--- config.mk ---
export PLATFORM = sky130hd
export DESIGN_NAME = usb_reg_arbiter_flat
export DESIGN_NICKNAME = d
export VERILOG_FILES = /design/src/rtl/usb_reg_arbiter_if.sv /design/src/rtl/usb_reg_arbiter.sv /design/src/flat_wrapper.sv
export SDC_FILE = /design/constraint.sdc
export NUM_CORES = 1
export LEC_CHECK = 0
export ABC_CLOCK_PERIOD_IN_PS = 2500
export BUFFER_PORTS_ARGS = -buffer_cell sky130_fd_sc_hd__buf_2
export CORE_MARGIN = 1.5
export CORE_UTILIZATION = 51
export CTS_CLUSTER_DIAMETER = 100
export DETAILED_ROUTE_END_ITERATION = 6
export PLACE_DENSITY = 0.86
export SLEW_MARGIN = 20
export SYNTH_ARGS = -nofsm -noshare
export SYNTH_HDL_FRONTEND = slang
export SYNTH_SLANG_ARGS = --single-unit
--- constraint.sdc ---
create_clock -name app_clk -period 2.5 [get_ports app_clk]
set_clock_uncertainty 0.05 [all_clocks]
set_input_delay 0 -clock app_clk [delete_from_list [all_inputs] [get_ports app_clk]]
set_output_delay 0 -clock app_clk [all_outputs]
set_load 0.1 [all_outputs]
--- src/rtl/usb_reg_arbiter_if.sv ---
// rtl/usb_reg_arbiter_if.sv - requester and downstream register bus bundle for usb_reg_arbiter
interface usb_reg_arbiter_if #(
    parameter int NUM_REQ = 2,
    parameter int AW      = 9,
    parameter int DW      = 32
);
    logic [NUM_REQ-1:0]        req_cs;
    logic [NUM_REQ-1:0]        req_wr;
    logic [NUM_REQ*AW-1:0]     req_addr;
    logic [NUM_REQ*DW-1:0]     req_wdata;
    logic [NUM_REQ*DW/8-1:0]   req_be;
    logic [DW-1:0]             req_rdata;
    logic [NUM_REQ-1:0]        req_ack;
    logic [NUM_REQ-1:0]        req_err;

    logic                      reg_cs;
    logic                      reg_wr;
    logic [AW-1:0]             reg_addr;
    logic [DW-1:0]             reg_wdata;
    logic [DW/8-1:0]           reg_be;
    logic [DW-1:0]             reg_rdata;
    logic                      reg_ack;

    modport master (
        input  req_cs, req_wr, req_addr, req_wdata, req_be, reg_rdata, reg_ack,
        output req_rdata, req_ack, req_err, reg_cs, reg_wr, reg_addr, reg_wdata, reg_be
    );

    modport slave (
        output req_cs, req_wr, req_addr, req_wdata, req_be, reg_rdata, reg_ack,
        input  req_rdata, req_ack, req_err, reg_cs, reg_wr, reg_addr, reg_wdata, reg_be
    );
endinterface

--- src/rtl/usb_reg_arbiter.sv ---
// rtl/usb_reg_arbiter.sv - round-robin arbiter with timeout for the shared USB-host register bus
module usb_reg_arbiter #(
    parameter int NUM_REQ = 2,
    parameter int AW      = 9,
    parameter int DW      = 32,
    parameter int TIMEOUT = 255
) (
    input  logic              app_clk,
    input  logic              app_rst,
    usb_reg_arbiter_if.master bus,
    output logic              arb_busy,
    output logic [1:0]        arb_grant
);

    localparam int BW = DW / 8;
    localparam int PW = (NUM_REQ > 2) ? 2 : 1;
    localparam int TW = (TIMEOUT > 1) ? $clog2(TIMEOUT) : 1;
    localparam logic [TW-1:0] T_LAST = (TIMEOUT > 0) ? TW'(TIMEOUT - 1) : '0;
    localparam logic [PW-1:0] P_LAST = PW'(NUM_REQ - 1);

    typedef enum logic [1:0] {IDLE, BUSY, DONE} state_t;

    state_t              state, state_n;
    logic [PW-1:0]       ptr, ptr_n;
    logic [TW-1:0]       timer, timer_n;
    logic                abort_q, abort_n;

    logic                reg_cs_n, reg_wr_n;
    logic [AW-1:0]       reg_addr_n;
    logic [DW-1:0]       reg_wdata_n, req_rdata_n;
    logic [BW-1:0]       reg_be_n;
    logic [NUM_REQ-1:0]  req_ack_n, req_err_n;
    logic                arb_busy_n;
    logic [1:0]          arb_grant_n;

    logic                found;
    logic [PW-1:0]       sel;
    logic                sel_wr;
    logic [AW-1:0]       sel_addr;
    logic [DW-1:0]       sel_wdata;
    logic [BW-1:0]       sel_be;
    logic                live;

    // Search starts one past the last winner and wraps, so the last winner has lowest priority.
    always_comb begin
        logic [PW-1:0] cand;
        found = 1'b0;
        sel   = ptr;
        cand  = ptr;
        for (int k = 0; k < NUM_REQ; k++) begin
            cand = (cand == P_LAST) ? '0 : cand + PW'(1);
            if (!found && bus.req_cs[cand]) begin
                found = 1'b1;
                sel   = cand;
            end
        end
    end

    always_comb begin
        sel_wr    = 1'b0;
        sel_addr  = '0;
        sel_wdata = '0;
        sel_be    = '0;
        for (int i = 0; i < NUM_REQ; i++) begin
            if (sel == PW'(i)) begin
                sel_wr    = bus.req_wr[i];
                sel_addr  = bus.req_addr[i*AW +: AW];
                sel_wdata = bus.req_wdata[i*DW +: DW];
                sel_be    = bus.req_be[i*BW +: BW];
            end
        end
    end

    // The access still completes downstream if its requester withdrew; only the notification is dropped.
    assign live = !abort_q && bus.req_cs[ptr];

    always_comb begin
        state_n     = state;
        ptr_n       = ptr;
        timer_n     = timer;
        abort_n     = abort_q;
        reg_cs_n    = bus.reg_cs;
        reg_wr_n    = bus.reg_wr;
        reg_addr_n  = bus.reg_addr;
        reg_wdata_n = bus.reg_wdata;
        reg_be_n    = bus.reg_be;
        req_rdata_n = bus.req_rdata;
        req_ack_n   = '0;
        req_err_n   = '0;
        arb_grant_n = arb_grant;

        case (state)
            IDLE: begin
                if (found) begin
                    reg_cs_n    = 1'b1;
                    reg_wr_n    = sel_wr;
                    reg_addr_n  = sel_addr;
                    reg_wdata_n = sel_wdata;
                    reg_be_n    = sel_be;
                    arb_grant_n = 2'(sel);
                    ptr_n       = sel;
                    timer_n     = '0;
                    abort_n     = 1'b0;
                    state_n     = BUSY;
                end
            end
            BUSY: begin
                timer_n = timer + TW'(1);
                if (!bus.req_cs[ptr]) begin
                    abort_n = 1'b1;
                end
                if (bus.reg_ack) begin
                    reg_cs_n    = 1'b0;
                    req_rdata_n = bus.reg_rdata;
                    req_ack_n   = live ? (NUM_REQ'(1) << ptr) : '0;
                    state_n     = DONE;
                end else if (TIMEOUT != 0 && timer == T_LAST) begin
                    reg_cs_n    = 1'b0;
                    req_rdata_n = '1;
                    req_ack_n   = live ? (NUM_REQ'(1) << ptr) : '0;
                    req_err_n   = live ? (NUM_REQ'(1) << ptr) : '0;
                    state_n     = DONE;
                end
            end
            DONE: begin
                state_n = IDLE;
            end
            default: begin
                state_n  = IDLE;
                reg_cs_n = 1'b0;
            end
        endcase

        arb_busy_n = (state_n != IDLE);
    end

    always_ff @(posedge app_clk) begin
        if (app_rst) begin
            state         <= IDLE;
            ptr           <= P_LAST;
            timer         <= '0;
            abort_q       <= 1'b0;
            bus.reg_cs    <= 1'b0;
            bus.reg_wr    <= 1'b0;
            bus.reg_addr  <= '0;
            bus.reg_wdata <= '0;
            bus.reg_be    <= '0;
            bus.req_rdata <= '0;
            bus.req_ack   <= '0;
            bus.req_err   <= '0;
            arb_busy      <= 1'b0;
            arb_grant     <= '0;
        end else begin
            state         <= state_n;
            ptr           <= ptr_n;
            timer         <= timer_n;
            abort_q       <= abort_n;
            bus.reg_cs    <= reg_cs_n;
            bus.reg_wr    <= reg_wr_n;
            bus.reg_addr  <= reg_addr_n;
            bus.reg_wdata <= reg_wdata_n;
            bus.reg_be    <= reg_be_n;
            bus.req_rdata <= req_rdata_n;
            bus.req_ack   <= req_ack_n;
            bus.req_err   <= req_err_n;
            arb_busy      <= arb_busy_n;
            arb_grant     <= arb_grant_n;
        end
    end

endmodule
--- src/flat_wrapper.sv ---
// flat-port wrapper written by rule: the top's interface ports become plain ports
module usb_reg_arbiter_flat 
#(
    parameter int NUM_REQ = 2,
    parameter int AW      = 9,
    parameter int DW      = 32,
    parameter int TIMEOUT = 255
)
  (app_clk, app_rst, arb_busy, arb_grant, bus_req_cs, bus_req_wr, bus_req_addr, bus_req_wdata, bus_req_be, bus_reg_rdata, bus_reg_ack, bus_req_rdata, bus_req_ack, bus_req_err, bus_reg_cs, bus_reg_wr, bus_reg_addr, bus_reg_wdata, bus_reg_be);
  usb_reg_arbiter_if #(.NUM_REQ(NUM_REQ), .AW(AW), .DW(DW)) bus_i ();
  input  logic app_clk;
  input  logic app_rst;
  output logic arb_busy;
  output logic [1:0] arb_grant;
  input wire logic [$bits(bus_i.req_cs)-1:0] bus_req_cs;
  input wire logic [$bits(bus_i.req_wr)-1:0] bus_req_wr;
  input wire logic [$bits(bus_i.req_addr)-1:0] bus_req_addr;
  input wire logic [$bits(bus_i.req_wdata)-1:0] bus_req_wdata;
  input wire logic [$bits(bus_i.req_be)-1:0] bus_req_be;
  input wire logic [$bits(bus_i.reg_rdata)-1:0] bus_reg_rdata;
  input wire logic [$bits(bus_i.reg_ack)-1:0] bus_reg_ack;
  output wire logic [$bits(bus_i.req_rdata)-1:0] bus_req_rdata;
  output wire logic [$bits(bus_i.req_ack)-1:0] bus_req_ack;
  output wire logic [$bits(bus_i.req_err)-1:0] bus_req_err;
  output wire logic [$bits(bus_i.reg_cs)-1:0] bus_reg_cs;
  output wire logic [$bits(bus_i.reg_wr)-1:0] bus_reg_wr;
  output wire logic [$bits(bus_i.reg_addr)-1:0] bus_reg_addr;
  output wire logic [$bits(bus_i.reg_wdata)-1:0] bus_reg_wdata;
  output wire logic [$bits(bus_i.reg_be)-1:0] bus_reg_be;
  assign bus_i.req_cs = bus_req_cs;
  assign bus_i.req_wr = bus_req_wr;
  assign bus_i.req_addr = bus_req_addr;
  assign bus_i.req_wdata = bus_req_wdata;
  assign bus_i.req_be = bus_req_be;
  assign bus_i.reg_rdata = bus_reg_rdata;
  assign bus_i.reg_ack = bus_reg_ack;
  assign bus_req_rdata = bus_i.req_rdata;
  assign bus_req_ack = bus_i.req_ack;
  assign bus_req_err = bus_i.req_err;
  assign bus_reg_cs = bus_i.reg_cs;
  assign bus_reg_wr = bus_i.reg_wr;
  assign bus_reg_addr = bus_i.reg_addr;
  assign bus_reg_wdata = bus_i.reg_wdata;
  assign bus_reg_be = bus_i.reg_be;
  usb_reg_arbiter #(.NUM_REQ(NUM_REQ), .AW(AW), .DW(DW), .TIMEOUT(TIMEOUT)) u_core (.app_clk(app_clk), .app_rst(app_rst), .bus(bus_i), .arb_busy(arb_busy), .arb_grant(arb_grant));
endmodule
# After elaboration in Yosys (flattened, before gate mapping)
# Index checks and enable logic that the tools add are counted.
# totals
reg_bits,97
output_inout_bits,86
# classes
addsub,3
order_cmp,3
eq_ne,6
shift,1
mux,34
bitwise,2
reduce_logical,15
# ops
cell,n
32-bit two-way mux,3
1-bit two-way mux,18
8-bit case mux with 2 select lines,1
2-bit two-way mux,6
9-bit two-way mux,1
"8-bit by 1-bit adder with 8-bit output, second input constant",1
"8-bit == test, second input constant",1
8-bit two-way mux,1
"1-bit by 2-bit less-than comparator with 1-bit output, second input constant",3
2-bit AND reduction,3
3-bit AND reduction,2
2-bit nonzero test,3
4-bit two-way mux,1
2-bit case mux with 2 select lines,1
"3-bit by 2-bit inequality test with 1-bit output, second input constant",1
1-bit case mux with 3 select lines,1
3-bit OR reduction,1
"1-bit adder, second input constant",2
"2-bit by 1-bit == test with 1-bit output, second input constant",1
"2-bit == test, second input constant",1
1-bit logical AND,2
1-bit zero test,2
2-bit zero test,1
"2-bit by 1-bit inequality test with 1-bit output, second input constant",1
5 further kinds,6

# Depth between registers and ports, before layout
# Gate-level depths: netlist of the first run.
# logic_depth
depth_word,11
depth_mapped,6
mapped_depth_nobuf,5

# Worst setup path before layout of the first run
# No wires, ideal clock.
# synth_path
path_kind,register to register
start,register u_core.bus.req_rdata[8] (netlist name)
end,register u_core.bus.req_rdata[8]
setup_ps,100
arrival_ps,1422
required_ps,2350
setup_slack_ps,928
stages_incl_launch_ff,3
path_buffers,0
path_cell_list,dfxtp_1 -> inv_1 -> a2111oi_4
# synth_rtl
item,line,rtl
end signal: assignment,usb_reg_arbiter.sv:163,bus.req_rdata <= req_rdata_n;
end: declaration,usb_reg_arbiter_if.sv:26,"output req_rdata, req_ack, req_err, reg_cs, reg_wr, reg_addr, reg_wdata, reg_be"

# Worst setup path in the final report of the first run
# layout_path
start,register u_core.state[0]
end,register u_core.bus.reg_wdata[8]
# layout_between
elab_chain_len,2
# layout_rtl
item,line,rtl
start: declaration,usb_reg_arbiter.sv:23,"state_t state, state_n;"
start signal: assignment,usb_reg_arbiter.sv:154,state <= state_n;
2-bit zero test,usb_reg_arbiter.sv:92,case (state)
2-bit AND reduction (no line),n/a,
end signal: assignment,usb_reg_arbiter.sv:161,bus.reg_wdata <= reg_wdata_n;
end: declaration,usb_reg_arbiter_if.sv:26,
# No other way between the ends.
# A chain may end at the register's enable or synchronous reset.

==> results of run 1 <==
kinds of logic after synthesis:
logic type | count (synthesis)
AO/OA/AOI/OAI | 192
XOR/XNOR | 2
adder cells (fa/ha/maj) | 2
buffers and inverters | 95
flip-flops | 97
multiplexers | 1
other | 1
AND/OR/NAND/NOR | 155
placed cells by master (no fill, tap or decap), types with 5 or more instances in the layout:
master / netlist / layout
buf_2: 21 / 212
dlygate4sd3_1: 0 / 99
dfxtp_1: 97 / 97
a21oi_1: 51 / 51
nand3_1: 50 / 50
o21ai_0: 48 / 48
a311oi_1: 48 / 48
nor2_1: 39 / 37
inv_1: 34 / 33
nor3b_1: 32 / 32
a2111oi_2: 26 / 26
clkbuf_8: 0 / 12
nand2_1: 8 / 8
buf_4: 9 / 8
buf_12: 0 / 7
nand2b_1: 5 / 5
a2111oi_0: 5 / 5
how the worst max path moves through the flow:
stage                            start                        to  slack (ps)  cells past startpoint
6_report               u_core.state[0]   u_core.bus.reg_wdata[8]          80                      5
5_1_grt                     u_core.ptr   u_core.bus.reg_wdata[1]          10                      5
4_1_cts                u_core.state[0]  u_core.bus.reg_wdata[13]         190                      5
3_5_place_dp           u_core.state[1]  u_core.bus.req_rdata[14]         510                      4
3_3_place_gp           u_core.state[0]   u_core.bus.req_rdata[8]         610                      4
2_1_floorplan  u_core.bus.req_rdata[8]   u_core.bus.req_rdata[8]         930                      2
through the flow:
step	area, sq um	std cells	worst slack, ps
3_5_place_dp	5850	822	512
5_1_grt	7050	938	13.7
4_1_cts	7040	937	188
6_report	7050	938	83.9
3_3_place_gp	5850	822	610
2_1_floorplan	4760	545	928
metal layers:
metal / up-vias / track usage [%] / wire, um / part of all wire (%)
met5: - / 0 / 0 / 0
met4: 0 / 17.9 / 827 / 4.8
met3: 96 / 7.73 / 1600 / 9.3
met2: 414 / 56.4 / 8210 / 48
met1: 2627 / 41.6 / 6580 / 38
li1: 2581 / - / - / -
state kept, by name, summed over array words and instances (netlist names):
signal                cells
u_core.bus.req_rdata     32
u_core.bus.reg_be         4
u_core.abort_q            1
u_core.state              2
u_core.bus.reg_wr         1
u_core.arb_grant          1
u_core.bus.reg_wdata     32
u_core.bus.reg_addr       9
u_core.bus.req_err        2
u_core.arb_busy           1
u_core.bus.req_ack        2
u_core.timer              8
u_core.ptr                1
u_core.bus.reg_cs         1
worst reg2reg max path: stages (launching register included):
cell,delay [ps]
dfxtp_1,650
clkinvlp_4,460
buf_12,290
a21oi_1,220
a311oi_1,70
dlygate4sd3_1,580
what timing repair did:
item,in CTS,in global routing
gates resized for setup,0,1
hold endpoints to repair,55,0
endpoints found under the setup margin,0,8
hold buffers,99,0
buffers inserted,0,0
report_power, final:
| part | switching (mW) | total (mW) | internal [mW] |
|---|---|---|---|
| logic | 1.81 | 2.45 | 0.642 |
| clock network | 0.540 | 0.987 | 0.447 |
| registers | 0.120 | 1.83 | 1.71 |
final cells by class:
cell class / instances / area, sq um
multi-input combinational: 353 / 2380
tap: 111 / 139
timing repair inverter: 1 / 5.00
clock buffer: 13 / 169
timing repair buffer: 326 / 2250
clock inverter: 3 / 23.8
sequential: 97 / 1940
inverter: 34 / 131
fill: 606 / 2110
==> summary.txt, run 1 <==
STA
---------------------------------------------------------------------------------
Achievable Freq ....................................................      414 MHz
Actual slew at the worst max-slew pin ..............................       700 ps
Final Critical Period ..............................................      2420 ps
Post-Route Hold Slack ..............................................      25.6 ps
Setup repair after global routing missed its margin ................           no
Count of pins over their slew limit ................................            0
Post-route setup TNS ...............................................         0 ps
Final setup violation count ........................................            0
Final count of hold timing violations ..............................            0
Remaining max-slew budget at the tightest pin ......................        53.4%
Share of the clock period used by the worst path after layout ......        96.6%

DIE
---------------------------------------------------------------------------------
Die Span X .........................................................      99.6 um
Core region area ...................................................   9150 sq um
Site row count .....................................................           35
Initial standard-cell utilization of the core ......................        52.0%
Die area ...........................................................   9920 sq um
Die height .........................................................      99.6 um
Ports ..............................................................          215

SETUP PATH
---------------------------------------------------------------------------------
Max stage delay cell, worst path ...................................      dfxtp_1
Critical path's largest stage delay ................................       650 ps
Kind of end point of the critical path .............................    flip-flop
Startpoint of the worst-slack reg-to-reg timing path ............... u_core.state[0]
Critical Path AT ...................................................      2600 ps
FF-to-FF setup slack ...............................................        80 ps
Required time reported for the critical path endpoint ..............      2690 ps
Worst path top cell family by delay ................................ buffers and inverters
Startpoint kind of the worst setup timing path .....................    flip-flop
Worst reg2reg endpoint ............................................. u_core.bus.reg_wdata[8]
Cell count of the worst reg-to-reg path ............................            5
Critical Path, Cell by Cell ........................................ clkinvlp_4 > buf_12 > a21oi_1 > a311oi_1 > dlygate4sd3_1
CP bufs+invs .......................................................            3
Largest fanout on the critical path ................................           29
CP Class ........................................................... flip-flop to flip-flop

DETAILED ROUTING
---------------------------------------------------------------------------------
Total detailed-routing wirelength ..................................     17200 um
Via-per-instance ratio .............................................         6.10
Initial detailed-routing violation count ...........................          441
DRT Pass-1 Iters ...................................................            5
Count of nets left with antenna violations after detail routing ....            0
Via total after detailed routing ...................................         5718
Wire length per cell ...............................................      18.4 um
Drc violations .....................................................            0

PLACEMENT
---------------------------------------------------------------------------------
Gpl congestion .....................................................        0.776
Estimated wirelength of the detail-placed design ...................      9560 um
Port bufs ..........................................................          213

CLOCK NETWORK
---------------------------------------------------------------------------------
Clk pin slew, worst setup/hold paths ...............................        90 ps
Clock buffers created by TritonCTS .................................            9
Maximum root-to-sink buffer count ..................................            2
TritonCTS clock tree ...............................................          yes
CTS root buf .......................................................     clkbuf_8
Clock latency of the later-clocked register in the worst-skew pair .       350 ps
Depth of the CTS H-tree ............................................            3
Clock net sink count ...............................................           97

LOGIC SYNTHESIS
---------------------------------------------------------------------------------
Synthesized Nets ...................................................          676
Dominant combinational cell family by area after synthesis ......... compound AO/OA/AOI/OAI gates
Synth async-reset ratio ............................................           0%
Library cells used by synthesis ....................................           44
Multiplexer share of the synthesized area ..........................       0.237%
Synthesized instance count .........................................          545
Portion of synthesized cell area occupied by the leading cell type .        40.8%
Per-instance average area after synthesis ..........................   8.74 sq um
Number of synthesized register bits ................................           97
Post-Synth Simple-Gate Area ........................................        17.5%
Cell taking the most area after synthesis ..........................      dfxtp_1
Complex-gate fraction of the synthesized area ......................        31.1%
Top FF cell, synth .................................................      dfxtp_1
Mapped Area ........................................................   4760 sq um
Count of flip-flops with a built-in enable after synthesis .........            0
Top cells by area in the synthesized netlist ....................... dfxtp_1 (41%), a311oi_1 (8.8%), a2111oi_2 (8.2%)
Top cells by instance count after synthesis ........................ dfxtp_1 (97), a21oi_1 (51), nand3_1 (50)
Fraction of synthesized cell area in xor and xnor cells ............       0.368%
Most common cell in the synthesized netlist ........................      dfxtp_1
Synth warn .........................................................            0
Share of synthesized area occupied by flip-flops and latches .......        40.8%
Post-synthesis adder-cell area fraction ............................       0.526%

PWR
---------------------------------------------------------------------------------
PnR Total Power ....................................................      5.27 mW
Peak supply drop ...................................................       489 uV
Leakage power total ................................................      2.97 nW
Total power density per cell area ..................................  748 nW/um^2

FINISH
---------------------------------------------------------------------------------
Fraction of final layout cells with drive strength greater than 1 ..        33.7%
Area Growth Syn to Fin .............................................        48.0%
Post-layout net count ..............................................          953
Post-route core utilization ........................................        77.0%
Antenna Cells ......................................................            0

GLOBAL ROUTE
---------------------------------------------------------------------------------
Pin count of the biggest net entering global routing ...............           47
Total routing resource utilization after global routing ............        34.2%
Number of global-route vias before repair ..........................         5651
Initial antenna violation count ....................................            0
Global-route wire length before repair .............................     27400 um
GR Overflow Total ..................................................            0

WORST HOLD PATH
---------------------------------------------------------------------------------
Type of the tightest min-delay check ............................... input pin to flip-flop
Hold path startpoint ............................................... bus_reg_rdata[1]
Cell count of the worst hold path ..................................            3
Min-Delay Endpoint ................................................. u_core.bus.req_rdata[1]

STATUS
---------------------------------------------------------------------------------
Status ............................................................. finished, final reports clean

RUN
---------------------------------------------------------------------------------
Max cap viols ......................................................            0

Note: power is estimated with default switching activity, not from simulation.
==> inputs of run 2 (changes only) <==
- REMOVE_ABC_BUFFERS: not set -> 1
==> run 2 against run 1 <==
Compared with the run above: sequential cell count stayed put; critical endpoint is now u_core.bus.reg_wdata[13]; largest power group unchanged; utilization is 1.4 points lower; first-iteration DRC count is 24% lower; sequential power hardly changed; combinational power hardly changed; register-to-register slack better by 40 ps; worst hold slack worse by 13 ps; final area is 1.8% lower; global-route usage is 0.44 points lower; wire length is 0.28% higher.
==> summary.txt, run 2 (same netlist as run 1, synthesis figures left out) <==
FINISH
---------------------------------------------------------------------------------
Post-route core utilization ........................................        75.6%
Biggest registers after layout ..................................... u_core.bus.reg_wdata (32), u_core.bus.req_rdata (32), u_core.bus.reg_addr (9)
Area Growth Syn to Fin .............................................        45.3%
Post-layout net count ..............................................          949
Storage cell area ..................................................   1940 sq um
Fill count .........................................................          605
Commonest cells after routing, fill and taps aside ................. buf_2 (212), dfxtp_1 (97), dlygate4sd3_1 (96)
Footprint of the multi-input gates .................................   2390 sq um
Most common cell after layout, fill and taps aside .................        buf_2
Antenna Cells ......................................................            0
Post-route cell area ...............................................   6920 sq um
Fraction of final layout cells with drive strength greater than 1 ..        33.8%
Non-Filler Instances ...............................................          934

STA
---------------------------------------------------------------------------------
Remaining max-slew budget at the tightest pin ......................        59.2%
Setup repair after global routing missed its margin ................           no
Final count of hold timing violations ..............................            0
Post-route setup TNS ...............................................         0 ps
Share of the clock period used by the worst path after layout ......        95.2%
Count of pins over their slew limit ................................            0
Final setup violation count ........................................            0
Final Critical Period ..............................................      2380 ps
Actual slew at the worst max-slew pin ..............................       610 ps
Achievable Freq ....................................................      420 MHz

GLOBAL ROUTE
---------------------------------------------------------------------------------
Initial antenna violation count ....................................            0
Global-route wire length before repair .............................     26800 um
Number of global-route vias before repair ..........................         5610
Total routing resource utilization after global routing ............        33.7%
GR Overflow Total ..................................................            0
Pin count of the biggest net entering global routing ...............           48

SETUP PATH
---------------------------------------------------------------------------------
Startpoint kind of the worst setup timing path .....................    flip-flop
Kind of end point of the critical path .............................    flip-flop
Worst reg2reg endpoint ............................................. u_core.bus.reg_wdata[13]
CP Class ........................................................... flip-flop to flip-flop
Required time reported for the critical path endpoint ..............      2760 ps
Cell count of the worst reg-to-reg path ............................            5
Largest fanout on the critical path ................................           47
Startpoint of the worst-slack reg-to-reg timing path ............... u_core.state[1]
Critical Path AT ...................................................      2640 ps
Origin of the worst setup path ..................................... u_core.state[1]
FF-to-FF setup slack ...............................................       120 ps

PWR
---------------------------------------------------------------------------------
Total power density per cell area ..................................  751 nW/um^2
Leakage power total ................................................      2.93 nW
Peak supply drop ...................................................       518 uV

CLOCK NETWORK
---------------------------------------------------------------------------------
Clock net sink count ...............................................           97
Clock buffers created by TritonCTS .................................            9
Clk pin slew, worst setup/hold paths ...............................       100 ps
Maximum root-to-sink buffer count ..................................            2
Depth of the CTS H-tree ............................................            3
Clock latency of the later-clocked register in the worst-skew pair .       360 ps
CTS root buf .......................................................     clkbuf_8
TritonCTS clock tree ...............................................          yes
Total setup buffers inserted after CTS .............................            0

DETAILED ROUTING
---------------------------------------------------------------------------------
Total detailed-routing wirelength ..................................     17300 um
Via-per-instance ratio .............................................         6.20
Initial detailed-routing violation count ...........................          337
Wire length per cell ...............................................      18.5 um
Drc violations .....................................................            0
Count of nets left with antenna violations after detail routing ....            0
Via total after detailed routing ...................................         5794
DRT Pass-1 Iters ...................................................            5

DIE
---------------------------------------------------------------------------------
Core region area ...................................................   9150 sq um
Die area ...........................................................   9920 sq um
Site row count .....................................................           35
Initial standard-cell utilization of the core ......................        52.0%
Die height .........................................................      99.6 um
Ports ..............................................................          215
Die Span X .........................................................      99.6 um

PLACEMENT
---------------------------------------------------------------------------------
Gpl congestion .....................................................        0.793
Cells after DPL ....................................................          822
Port bufs ..........................................................          213
Cell Area, Placed ..................................................   5780 sq um
Estimated wirelength of the detail-placed design ...................      9450 um

STATUS
---------------------------------------------------------------------------------
Status ............................................................. finished, final reports clean

WORST HOLD PATH
---------------------------------------------------------------------------------
Type of the tightest min-delay check ............................... input pin to flip-flop
Min-Delay Endpoint ................................................. u_core.bus.req_rdata[2]
Cell count of the worst hold path ..................................            3
Hold path startpoint ............................................... bus_reg_rdata[2]

RUN
---------------------------------------------------------------------------------
Max cap viols ......................................................            0

==> run 2: changes by cell type in the layout (fill, tap and decap cells not counted), moves of 2 or more <==
cell | previous run | this run
buf_12 | 7 | 1
buf_4 | 8 | 14
clkbuf_8 | 12 | 9
clkinv_2 | 0 | 2
clkinvlp_4 | 3 | 1
dlygate4sd3_1 | 99 | 96
inv_6 | 0 | 3
==> run 2: through the flow <==
stage	total power, mW	hold slack [ps]	setup WS [ps]
2_1_floorplan	3.49	14.3	-79.4
3_3_place_gp	3.93	227	797
3_5_place_dp	3.97	235	671
4_1_cts	5.12	13.9	168
5_1_grt	5.37	24.8	54.4
6_report	5.20	13.0	120
==> run 2: area by class of cell <==
class	count	share of cell area, %
Tap cell	111	2.01
Sequential cell	97	28.1
Clock inverter	7	0.759
Clock buffer	9	1.79
Inverter	34	1.84
Multi-Input combinational cell	353	34.5
Timing Repair Buffer	323	31.0
==> run 2: worst max-delay path: stages (launching register included) <==
cell           delay (ps)
dfxtp_1               370
o21ba_2               280
buf_4                 440
a21oi_1               180
a311oi_1              380
dlygate4sd3_1         610
==> run 2: layer usage <==
metal  up-vias  GRT usage [%]  share of wire (%)
li1       2568              -                  -
met3        89           8.29                9.9
met4         0           20.9                5.6
met2       431           56.1                 48
met5         -              0                  0
met1      2706           39.0                 37
==> run 2: worst max-delay path by stage <==
stage | to | slack [ps] | depth (start not counted)
2_1_floorplan | u_core.bus.reg_addr[0] | -80 | 3
3_3_place_gp | u_core.bus.req_rdata[8] | 800 | 4
3_5_place_dp | u_core.bus.reg_wdata[23] | 670 | 3
4_1_cts | u_core.bus.reg_addr[2] | 170 | 4
5_1_grt | u_core.bus.reg_wdata[13] | 50 | 5
6_report | u_core.bus.reg_wdata[13] | 120 | 5
==> run 2: repair_timing <==
item | in CTS | in global routing
resized for setup | 0 | 1
setup endpoints to repair | 0 | 31
endpoints found under the hold margin | 52 | 0
hold buffers | 96 | 0
==> run 2: report_power, final <==
group          switching [mW]  total, mW  internal, mW
clock                   0.579      0.951         0.371
sequential              0.120       1.83          1.71
combinational            1.81       2.42         0.610
total                    2.51       5.20          2.69
==> inputs of run 3 (changes only) <==
- ABC_CLOCK_PERIOD_IN_PS: 2500 -> 2950
- clock period: 2.5 -> 2.95 ns (I/O delays scaled with it)
==> run 3 against run 2 <==
Compared with the run above: non-clock buffer count decreased by 1; first-iteration DRC count increased by 34%; fmax decreased by 11%; power decreased by 15%; count of clock-buffer cells in the layout increased by 2; critical path type unchanged.
==> summary.txt, run 3 (same netlist as run 1, synthesis figures left out) <==
DETAILED ROUTING
---------------------------------------------------------------------------------
Wire length per cell ...............................................      18.6 um
Initial detailed-routing violation count ...........................          450
Via total after detailed routing ...................................         5789
Count of nets left with antenna violations after detail routing ....            0
DRT Pass-1 Iters ...................................................            5
Total detailed-routing wirelength ..................................     17400 um
Drc violations .....................................................            0
Via-per-instance ratio .............................................         6.20

DIE
---------------------------------------------------------------------------------
Die Span X .........................................................      99.6 um
Core region area ...................................................   9150 sq um
Ports ..............................................................          215
Die height .........................................................      99.6 um
Die area ...........................................................   9920 sq um
Initial standard-cell utilization of the core ......................        52.0%
Site row count .....................................................           35

GLOBAL ROUTE
---------------------------------------------------------------------------------
Number of global-route vias before repair ..........................         5626
Initial antenna violation count ....................................            0
Top Usage Layer GRT ................................................         met2
Total routing resource utilization after global routing ............        34.3%
GR Overflow Total ..................................................            0
Met1 layer usage reported by global route ..........................        41.8%
Global-route wire length before repair .............................     27500 um
Met3 GRT Util ......................................................        7.24%
Global routing usage on met2 .......................................        57.7%
Pin count of the biggest net entering global routing ...............           60

SETUP PATH
---------------------------------------------------------------------------------
CP bufs+invs .......................................................            2
Kind of end point of the critical path .............................    flip-flop
Required time reported for the critical path endpoint ..............      3210 ps
Critical Path AT ...................................................      2930 ps
CP Class ........................................................... flip-flop to flip-flop
Worst path top cell family by delay ................................ buffers and inverters
Largest fanout on the critical path ................................           25
Critical Path, Cell by Cell ........................................ nor2_2 > buf_4 > o21ai_0 > a311oi_1 > dlygate4sd3_1
Max stage delay cell, worst path ...................................       nor2_2
Critical path's largest stage delay ................................       790 ps
Startpoint kind of the worst setup timing path .....................    flip-flop

STA
---------------------------------------------------------------------------------
Final Critical Period ..............................................      2670 ps
Achievable Freq ....................................................      375 MHz
Actual slew at the worst max-slew pin ..............................       998 ps
Worst Setup Slack, final ...........................................       283 ps
Count of pins over their slew limit ................................            0
Final setup violation count ........................................            0
Remaining max-slew budget at the tightest pin ......................        33.4%
Setup repair after global routing missed its margin ................           no
Post-route setup TNS ...............................................         0 ps
Final count of hold timing violations ..............................            0
Share of the clock period used by the worst path after layout ......        90.4%

PWR
---------------------------------------------------------------------------------
Leakage power total ................................................      2.93 nW
Peak supply drop ...................................................       468 uV
Total power density per cell area ..................................  637 nW/um^2

FINISH
---------------------------------------------------------------------------------
Storage cell area ..................................................   1940 sq um
Commonest cells after routing, fill and taps aside ................. buf_2 (212), dlygate4sd3_1 (97), dfxtp_1 (97)
Antenna Cells ......................................................            0
Area Growth Syn to Fin .............................................        45.8%
Fill count .........................................................          593
Non-Filler Instances ...............................................          933
Post-layout net count ..............................................          948
Post-route cell area ...............................................   6940 sq um
Fraction of final layout cells with drive strength greater than 1 ..        33.5%
Biggest registers after layout ..................................... u_core.bus.reg_wdata (32), u_core.bus.req_rdata (32), u_core.bus.reg_addr (9)
Post-route core utilization ........................................        75.8%
Most common cell after layout, fill and taps aside .................        buf_2
Footprint of the multi-input gates .................................   2380 sq um

WORST HOLD PATH
---------------------------------------------------------------------------------
Type of the tightest min-delay check ............................... input pin to flip-flop

PLACEMENT
---------------------------------------------------------------------------------
Pre-CTS setup slack ................................................       840 ps
Cells after DPL ....................................................          820
Gpl congestion .....................................................        0.823
Cell Area, Placed ..................................................   5790 sq um
Port bufs ..........................................................          213
Estimated wirelength of the detail-placed design ...................      9500 um

CLOCK NETWORK
---------------------------------------------------------------------------------
Clock latency of the later-clocked register in the worst-skew pair .       370 ps
Total setup buffers inserted after CTS .............................            0
Clock buffers created by TritonCTS .................................            9
CTS root buf .......................................................     clkbuf_8
Clk pin slew, worst setup/hold paths ...............................       110 ps
Depth of the CTS H-tree ............................................            3
TritonCTS clock tree ...............................................          yes
Maximum root-to-sink buffer count ..................................            2
Clock net sink count ...............................................           97

RUN
---------------------------------------------------------------------------------
Max cap viols ......................................................            0

STATUS
---------------------------------------------------------------------------------
Status ............................................................. finished, final reports clean

## run 3: cell types whose count changed in the layout (fill, tap and decap cells not counted), sizes merged
cell,change
clkinvlp,+2
clkinv,-2
buf,-2
inv,-2
clkbuf,+2
dlygate4sd3,+1
## run 3: through the flow
step                      total power, mW  hold slack (ps)
after global placement               3.34              227
final                                4.42             27.8
after CTS                            4.35             31.0
after detailed placement             3.38              236
after global routing                 4.57             55.6
after floorplan                      2.96             14.3
## run 3: cell type report
class	count	area share, %
multi-input combinational	353	34.4
timing repair buffer	322	31.2
sequential	97	28.0
clock buffer	11	2.04
tap	111	2.00
inverter	34	1.84
clock inverter	5	0.577
## run 3: what timing repair did
| item | in CTS | in global routing |
|---|---|---|
| endpoints found under the hold margin | 53 | 0 |
| gates resized for setup | 0 | 0 |
| hold buffers | 97 | 0 |
## run 3: power by group
| part | internal, mW | switching [mW] |
|---|---|---|
| clock network | 0.335 | 0.483 |
| registers | 1.45 | 0.102 |
| logic | 0.524 | 1.53 |
| total | 2.31 | 2.12 |
## run 3: worst paths after layout
path | from | slack (ps) | cells after the start | to
setup / recovery | u_core.ptr | 280 | 5 | u_core.bus.reg_wdata[7]
hold reg to reg | u_core.bus.req_rdata[2] | 440 | 2 | u_core.bus.req_rdata[2]
setup reg to reg | u_core.ptr | 280 | 5 | u_core.bus.reg_wdata[7]
hold / removal | bus_reg_rdata[0] | 30 | 3 | u_core.bus.req_rdata[0]
## run 3: worst min-delay path: stages
cell,delay (ps)
buf_2,100
nor3b_1,210
a2111oi_0,100
## run 3: metal layers
layer | up-vias | share of wire (%) | wire, um
li1 | 2566 | - | -
met1 | 2706 | 37 | 6410
met2 | 437 | 48 | 8390
met3 | 80 | 11 | 1840
met4 | 0 | 4.1 | 713
met5 | - | 0 | 0
